$ cat src/rtl/multicycle_control.sv
// Multi-cycle main control FSM for the MIPS core (IF/ID/EXE/MEM/WB/HALT).
// Optional feature: define MULTICYCLE_ILLEGAL_TRAP_EN to trap unsupported instructions with fault.
module multicycle_control #(
  parameter logic [5:0]  HALT_OP     = 6'b111111,
  parameter int unsigned MEM_TIMEOUT = 16
) (
  input  logic       clk,
  input  logic       reset,
  input  logic [5:0] op,
  input  logic [5:0] func,
  input  logic       zero,
  input  logic       mem_ready,
  output logic [2:0] state,
  output logic       pc_write,
  output logic [1:0] pc_src,
  output logic       ir_write,
  output logic       reg_write,
  output logic [1:0] reg_dst,
  output logic       mem_to_reg,
  output logic       mem_read,
  output logic       mem_write,
  output logic       alu_src_b,
  output logic       ext_sel,
  output logic [2:0] alu_op,
  output logic       instr_done,
  output logic       halted,
  output logic       fault
);

  localparam int unsigned CNT_W = (MEM_TIMEOUT > 1) ? $clog2(MEM_TIMEOUT) : 1;

  localparam logic [2:0] ALU_ADD = 3'b000;
  localparam logic [2:0] ALU_SUB = 3'b001;
  localparam logic [2:0] ALU_AND = 3'b010;
  localparam logic [2:0] ALU_OR  = 3'b011;
  localparam logic [2:0] ALU_SLT = 3'b100;
  localparam logic [2:0] ALU_SLL = 3'b101;

  typedef enum logic [2:0] {
    S_IF   = 3'd0,
    S_ID   = 3'd1,
    S_EXE  = 3'd2,
    S_MEM  = 3'd3,
    S_WB   = 3'd4,
    S_HALT = 3'd5
  } state_t;

  typedef enum logic [3:0] {
    K_RT, K_ADDI, K_ORI, K_LW, K_SW, K_BEQ, K_J, K_JAL, K_HALT, K_ILL
  } kind_t;

  state_t           state_q, state_d;
  logic [CNT_W-1:0] cnt_q, cnt_d;
  logic             halted_q, halted_d;
  logic             fault_q, fault_d;

  kind_t            kind;
  logic [2:0]       rt_alu;
  logic [2:0]       dec_alu_op;
  logic             dec_src_b;
  logic             dec_ext;

  // Instruction class and the ALU setup it needs in EXE/WB
  always_comb begin
    kind   = K_ILL;
    rt_alu = ALU_ADD;
    if (op == HALT_OP) begin
      kind = K_HALT;
    end else begin
      case (op)
        6'b000000: begin
          kind = K_RT;
          case (func)
            6'b100000: rt_alu = ALU_ADD;
            6'b100010: rt_alu = ALU_SUB;
            6'b100100: rt_alu = ALU_AND;
            6'b100101: rt_alu = ALU_OR;
            6'b101010: rt_alu = ALU_SLT;
            6'b000000: rt_alu = ALU_SLL;
            default:   kind   = K_ILL;
          endcase
        end
        6'b001000: kind = K_ADDI;
        6'b001101: kind = K_ORI;
        6'b100011: kind = K_LW;
        6'b101011: kind = K_SW;
        6'b000100: kind = K_BEQ;
        6'b000010: kind = K_J;
        6'b000011: kind = K_JAL;
        default:   kind = K_ILL;
      endcase
    end

    dec_alu_op = ALU_ADD;
    dec_src_b  = 1'b0;
    dec_ext    = 1'b0;
    case (kind)
      K_RT:        dec_alu_op = rt_alu;
      K_ADDI:      begin dec_src_b = 1'b1; dec_ext = 1'b1; end
      K_ORI:       begin dec_alu_op = ALU_OR; dec_src_b = 1'b1; end
      K_LW, K_SW:  begin dec_src_b = 1'b1; dec_ext = 1'b1; end
      K_BEQ:       dec_alu_op = ALU_SUB;
      default:     dec_alu_op = ALU_ADD;
    endcase
  end

  // Next-state and per-cycle control decode
  always_comb begin
    state_d    = state_q;
    cnt_d      = cnt_q;
    halted_d   = halted_q;
    fault_d    = fault_q;
    pc_write   = 1'b0;
    pc_src     = 2'b00;
    ir_write   = 1'b0;
    reg_write  = 1'b0;
    reg_dst    = 2'b00;
    mem_to_reg = 1'b0;
    mem_read   = 1'b0;
    mem_write  = 1'b0;
    alu_src_b  = 1'b0;
    ext_sel    = 1'b0;
    alu_op     = ALU_ADD;
    instr_done = 1'b0;

    case (state_q)
      S_IF: begin
        ir_write = 1'b1;
        pc_write = 1'b1;
        state_d  = S_ID;
      end
      S_ID: begin
        case (kind)
          K_J: begin
            pc_write   = 1'b1;
            pc_src     = 2'b11;
            instr_done = 1'b1;
            state_d    = S_IF;
          end
          K_JAL: begin
            pc_write   = 1'b1;
            pc_src     = 2'b11;
            reg_write  = 1'b1;
            reg_dst    = 2'b10;
            instr_done = 1'b1;
            state_d    = S_IF;
          end
          K_HALT: begin
            instr_done = 1'b1;
            state_d    = S_HALT;
          end
          K_ILL: begin
`ifdef MULTICYCLE_ILLEGAL_TRAP_EN
            fault_d    = 1'b1;
            state_d    = S_HALT;
`else
            instr_done = 1'b1;
            state_d    = S_IF;
`endif
          end
          default: state_d = S_EXE;
        endcase
      end
      S_EXE: begin
        alu_op    = dec_alu_op;
        alu_src_b = dec_src_b;
        ext_sel   = dec_ext;
        if (kind == K_BEQ) begin
          pc_write   = zero;
          pc_src     = 2'b01;
          instr_done = 1'b1;
          state_d    = S_IF;
        end else if (kind == K_LW || kind == K_SW) begin
          state_d = S_MEM;
        end else begin
          state_d = S_WB;
        end
      end
      S_MEM: begin
        mem_read  = (kind == K_LW);
        mem_write = (kind == K_SW);
        if (mem_ready) begin
          cnt_d = '0;
          if (kind == K_LW) begin
            state_d = S_WB;
          end else begin
            instr_done = 1'b1;
            state_d    = S_IF;
          end
        end else if (cnt_q == CNT_W'(MEM_TIMEOUT - 1)) begin
          cnt_d   = '0;
          fault_d = 1'b1;
          state_d = S_HALT;
        end else begin
          cnt_d = cnt_q + CNT_W'(1);
        end
      end
      S_WB: begin
        reg_write  = 1'b1;
        reg_dst    = (kind == K_RT) ? 2'b01 : 2'b00;
        mem_to_reg = (kind == K_LW);
        alu_op     = dec_alu_op;
        alu_src_b  = dec_src_b;
        ext_sel    = dec_ext;
        instr_done = 1'b1;
        state_d    = S_IF;
      end
      S_HALT: state_d = S_HALT;
      default: state_d = S_IF;
    endcase

    if (state_d == S_HALT) begin
      halted_d = 1'b1;
    end

    // Nothing may strobe while reset is being applied
    if (reset) begin
      pc_write   = 1'b0;
      pc_src     = 2'b00;
      ir_write   = 1'b0;
      reg_write  = 1'b0;
      reg_dst    = 2'b00;
      mem_to_reg = 1'b0;
      mem_read   = 1'b0;
      mem_write  = 1'b0;
      alu_src_b  = 1'b0;
      ext_sel    = 1'b0;
      alu_op     = ALU_ADD;
      instr_done = 1'b0;
    end
  end

  always_ff @(posedge clk) begin
    if (reset) begin
      state_q  <= S_IF;
      cnt_q    <= '0;
      halted_q <= 1'b0;
      fault_q  <= 1'b0;
    end else begin
      state_q  <= state_d;
      cnt_q    <= cnt_d;
      halted_q <= halted_d;
      fault_q  <= fault_d;
    end
  end

  assign state  = state_q;
  assign halted = halted_q;
  assign fault  = fault_q;

endmodule

$ cat config.mk
export PLATFORM = sky130hd
export DESIGN_NAME = multicycle_control
export DESIGN_NICKNAME = d
export VERILOG_FILES = /design/src/rtl/multicycle_control.sv
export SDC_FILE = /design/constraint.sdc
export NUM_CORES = 1
export LEC_CHECK = 0
export CORE_ASPECT_RATIO = 0.6
export CORE_UTILIZATION = 30
export DETAILED_ROUTE_END_ITERATION = 8
export DONT_BUFFER_PORTS = 1
export SYNTH_ARGS = -nofsm -noshare
export SYNTH_HDL_FRONTEND = slang
export SYNTH_SLANG_ARGS = --single-unit
$ cat constraint.sdc
create_clock -name clk -period 4.42 [get_ports clk]
set_input_delay 0.884 -clock clk [delete_from_list [all_inputs] [get_ports clk]]
set_output_delay 0.884 -clock clk [all_outputs]
set_load 0.05 [all_outputs]
==> impl_metrics.tcl <==
set metrics [dict create \
    outcome "finished, final reports clean" \
    wirelength_microns 3040 \
    async_reset_ff_share_pct 0 \
    netlist_area_sq_um 1040 \
    clkSlewWorstSetupHoldPaths_ps 40 \
    cp_num_buf_inv 0 \
    place_inst 196 \
    yosys.cell_types.count 49 \
    setup_ws_ps 1030 \
    grt_pass1_wl_microns 4690 \
    switchingPower_w 0.0000681 \
    ys_ff_latch 9 \
    p_total_w 0.000233 \
    postCtsSetupRepairBufs 0 \
    synthAdderAreaFrac_pct 1.20 \
    critPathKind "in2out" \
    fin_cells 200 \
    final_cell_mix "21 x nor2_1, 12 x a21oi_1, 11 x buf_4" \
    post-place-ws_ps 1040 \
    tightest_slew_ps 946 \
    rr_worst_depth 5 \
    clock.fmax_ghz 0.295 \
    slew_headroom_pct 36.7 \
    crit_path_top_delay_cell "o2111a_1" \
    die_x_microns 78.1 \
    dieArea_sq_um 3730 \
    grt_util_all_layers_pct 16.2 \
    cp.depth 5 \
    cp-start-kind "primary input" \
    synthToLayoutAreaGrowth_pct 13.5 \
    vias 1191 \
    port_buffers 0 \
    combPwrFrac_pct 22.6 \
    initial_core_util_pct 31.8 \
    max_stage_delay_ps 580 \
    cts-resized-gates 0 \
    drt_first_pass_iters 4 \
    power.leakage_nw 0.440 \
    tritoncts "done" \
    sw_frac_of_total_pct 29.3 \
    power_frac_clock_pct 40.3 \
    ys_seq_area_share_pct 17.3 \
    postCtsHoldBufs 0 \
    fillers 357 \
    synth_edf_count 0 \
    end_kind "primary output" \
    drv_cap 0 \
    final.period_utilization_pct 76.6 \
    synth_flop_cell "dfxtp_1" \
    hold_viol 0 \
    slew_violations 0 \
    wl_per_cell_microns 15.2 \
    grt_max_degree 17 \
    crit_chain "and4bb_1 > a311oi_1 > o211a_1 > nor4_1 > o2111a_1" \
    clk_latency_ps 230 \
    rsz0062_at_grt "no" \
    finalCriticalPeriod_ps 3390 \
    layout.nets 173 \
    required_ps 3540 \
    ys_warn_count 0 \
    numCtsBuffers 3 \
    antenna_found_initial 0 \
    htree_levels 1 \
    routabilityCongestion 0.867 \
    setup_viol 0 \
    cp.arrival_ps 2500 \
    syn_nets 169 \
    powerDensity_nw_per_um2 196 \
    via_per_inst 5.96 \
    synth_simple_gate_area_share_pct 45.1 \
    antenna_cells 0 \
    core_sq_um 3280 \
    ant_nets 0 \
    tns_ps 0 \
    root_buffer "clkbuf_8" \
    synth_xor_area_share_pct 0.839 \
    num_rows 16 \
    p_int_w 0.000165 \
    ir_worst_vdd_uv 73.1 \
    grt_overflow 0 \
    drive_gt1_share_pct 16.1 \
    drc 0 \
    hpwl_microns 2340 \
    seqPwrFrac_pct 37.1 \
    hold_path_class "reg2reg" \
    cts_max_path_buffers 2 \
    crit_path_max_fanout 5 \
    hold_ws_ps 483 \
    dieHeight_microns 47.7 \
    mostFrequentLayoutCell "nor2_1" \
    cp_top_family "compound AO/OA/AOI/OAI gates" \
    grt_pass1_vias 1003 \
    synthCells 152 \
    cts.sinks 9 \
    synth_top_family_by_area "simple AND/OR/NAND/NOR gates" \
    avgSynthCellArea_sq_um 6.87 \
    synth-compound-area-share_pct 26.5 \
    synthMuxAreaShare_pct 0 \
    hold_depth 2 \
    top_level_ports 37 \
    fin_skew_ps 0.654 \
    drt_iter0_markers 47 \
]
==> Yosys cell counts, types with 2 or more instances <==
library cell | number | share of area [%]
o211a_1 | 2 | 1.9
o21ai_0 | 8 | 3.8
buf_2 | 3 | 1.4
nand2b_1 | 5 | 3.0
a311oi_1 | 2 | 1.7
clkbuf_1 | 5 | 1.8
nand4b_1 | 2 | 1.7
and3_1 | 3 | 1.8
nand3_1 | 6 | 2.9
nand2_1 | 8 | 2.9
nor2b_1 | 2 | 1.2
dfxtp_1 | 9 | 17
a211oi_1 | 2 | 1.4
nor3b_1 | 2 | 1.4
and4bb_1 | 2 | 2.4
nor2_1 | 21 | 7.6
or2_1 | 2 | 1.2
nor3_1 | 9 | 4.3
buf_4 | 2 | 1.4
nand3b_1 | 3 | 2.2
nor4_1 | 6 | 3.6
inv_1 | 8 | 2.9
or3_1 | 2 | 1.2
nand4_1 | 2 | 1.2
a21oi_1 | 12 | 5.8
==> power groups by stage <==
| stage | Sequential [W] | Combinational (W) | Clock, W |
|---|---|---|---|
| finish | 0.0000863 | 0.0000525 | 0.0000938 |
| global route | 0.0000863 | 0.0000576 | 0.000100 |
| global placement | 0.0000876 | 0.0000511 | 0 |
| floorplan | 0.0000905 | 0.0000500 | 0 |
| CTS | 0.0000862 | 0.0000524 | 0.0000965 |
| detailed placement | 0.0000876 | 0.0000522 | 0 |
==> cells by family (layout without fill, tap and decap cells) <==
logic type,count (synthesis),in the layout
flops,9,9
simple gates,82,82
xor+xnor,1,1
buf+inv,20,23
compound gates,39,39
fa+ha+maj,1,1
==> worst register-to-register path, delay by kind of cell (launching register included) <==
kind             cells  cell delay, ps
flip-flops           1             880
AO/OA/AOI/OAI        3             500
AND/OR/NAND/NOR      2             470
==> through the flow <==
step | instance area, sq um | util (%)
after global placement | 1140 | 34.7
after CTS | 1180 | 36.1
final | 1180 | 36.1
after floorplan | 1040 | -
after global routing | 1180 | 36.1
after detailed placement | 1140 | 34.7
==> cell type report <==
type                    instances  area, sq um  share of cell area, %
flip-flops and latches          9          180                   15.2
repair buffers                 11         82.6                   6.97
inverters                       8         30.0                   2.53
multi-input cells             123          791                   66.7
clock buffers                   4         45.0                   3.80
well taps                      45         56.3                   4.75
==> sequential cells by signal, summed over array words and instances (netlist names) <==
signal,flops
cnt_q,4
state,3
halted,1
fault,1
==> per-layer routing <==
layer / track usage [%] / routed length, microns / up-vias
met1: 22.0 / 1420 / 565
met3: 4.38 / 252 / 0
li1: - / - / 573
met4: 3.70 / 0 / 0
met5: 0 / 0 / -
met2: 26.3 / 1380 / 53
==> final timing paths <==
kind	start	end	slack, ps
setup / recovery	func[2]	reg_dst[0]	1030
hold / removal	cnt_q[3]	cnt_q[3]	480
setup reg to reg	state[2]	halted	2440
hold reg to reg	cnt_q[3]	cnt_q[3]	480
No activity file was read; power rests on OpenSTA's default activity.
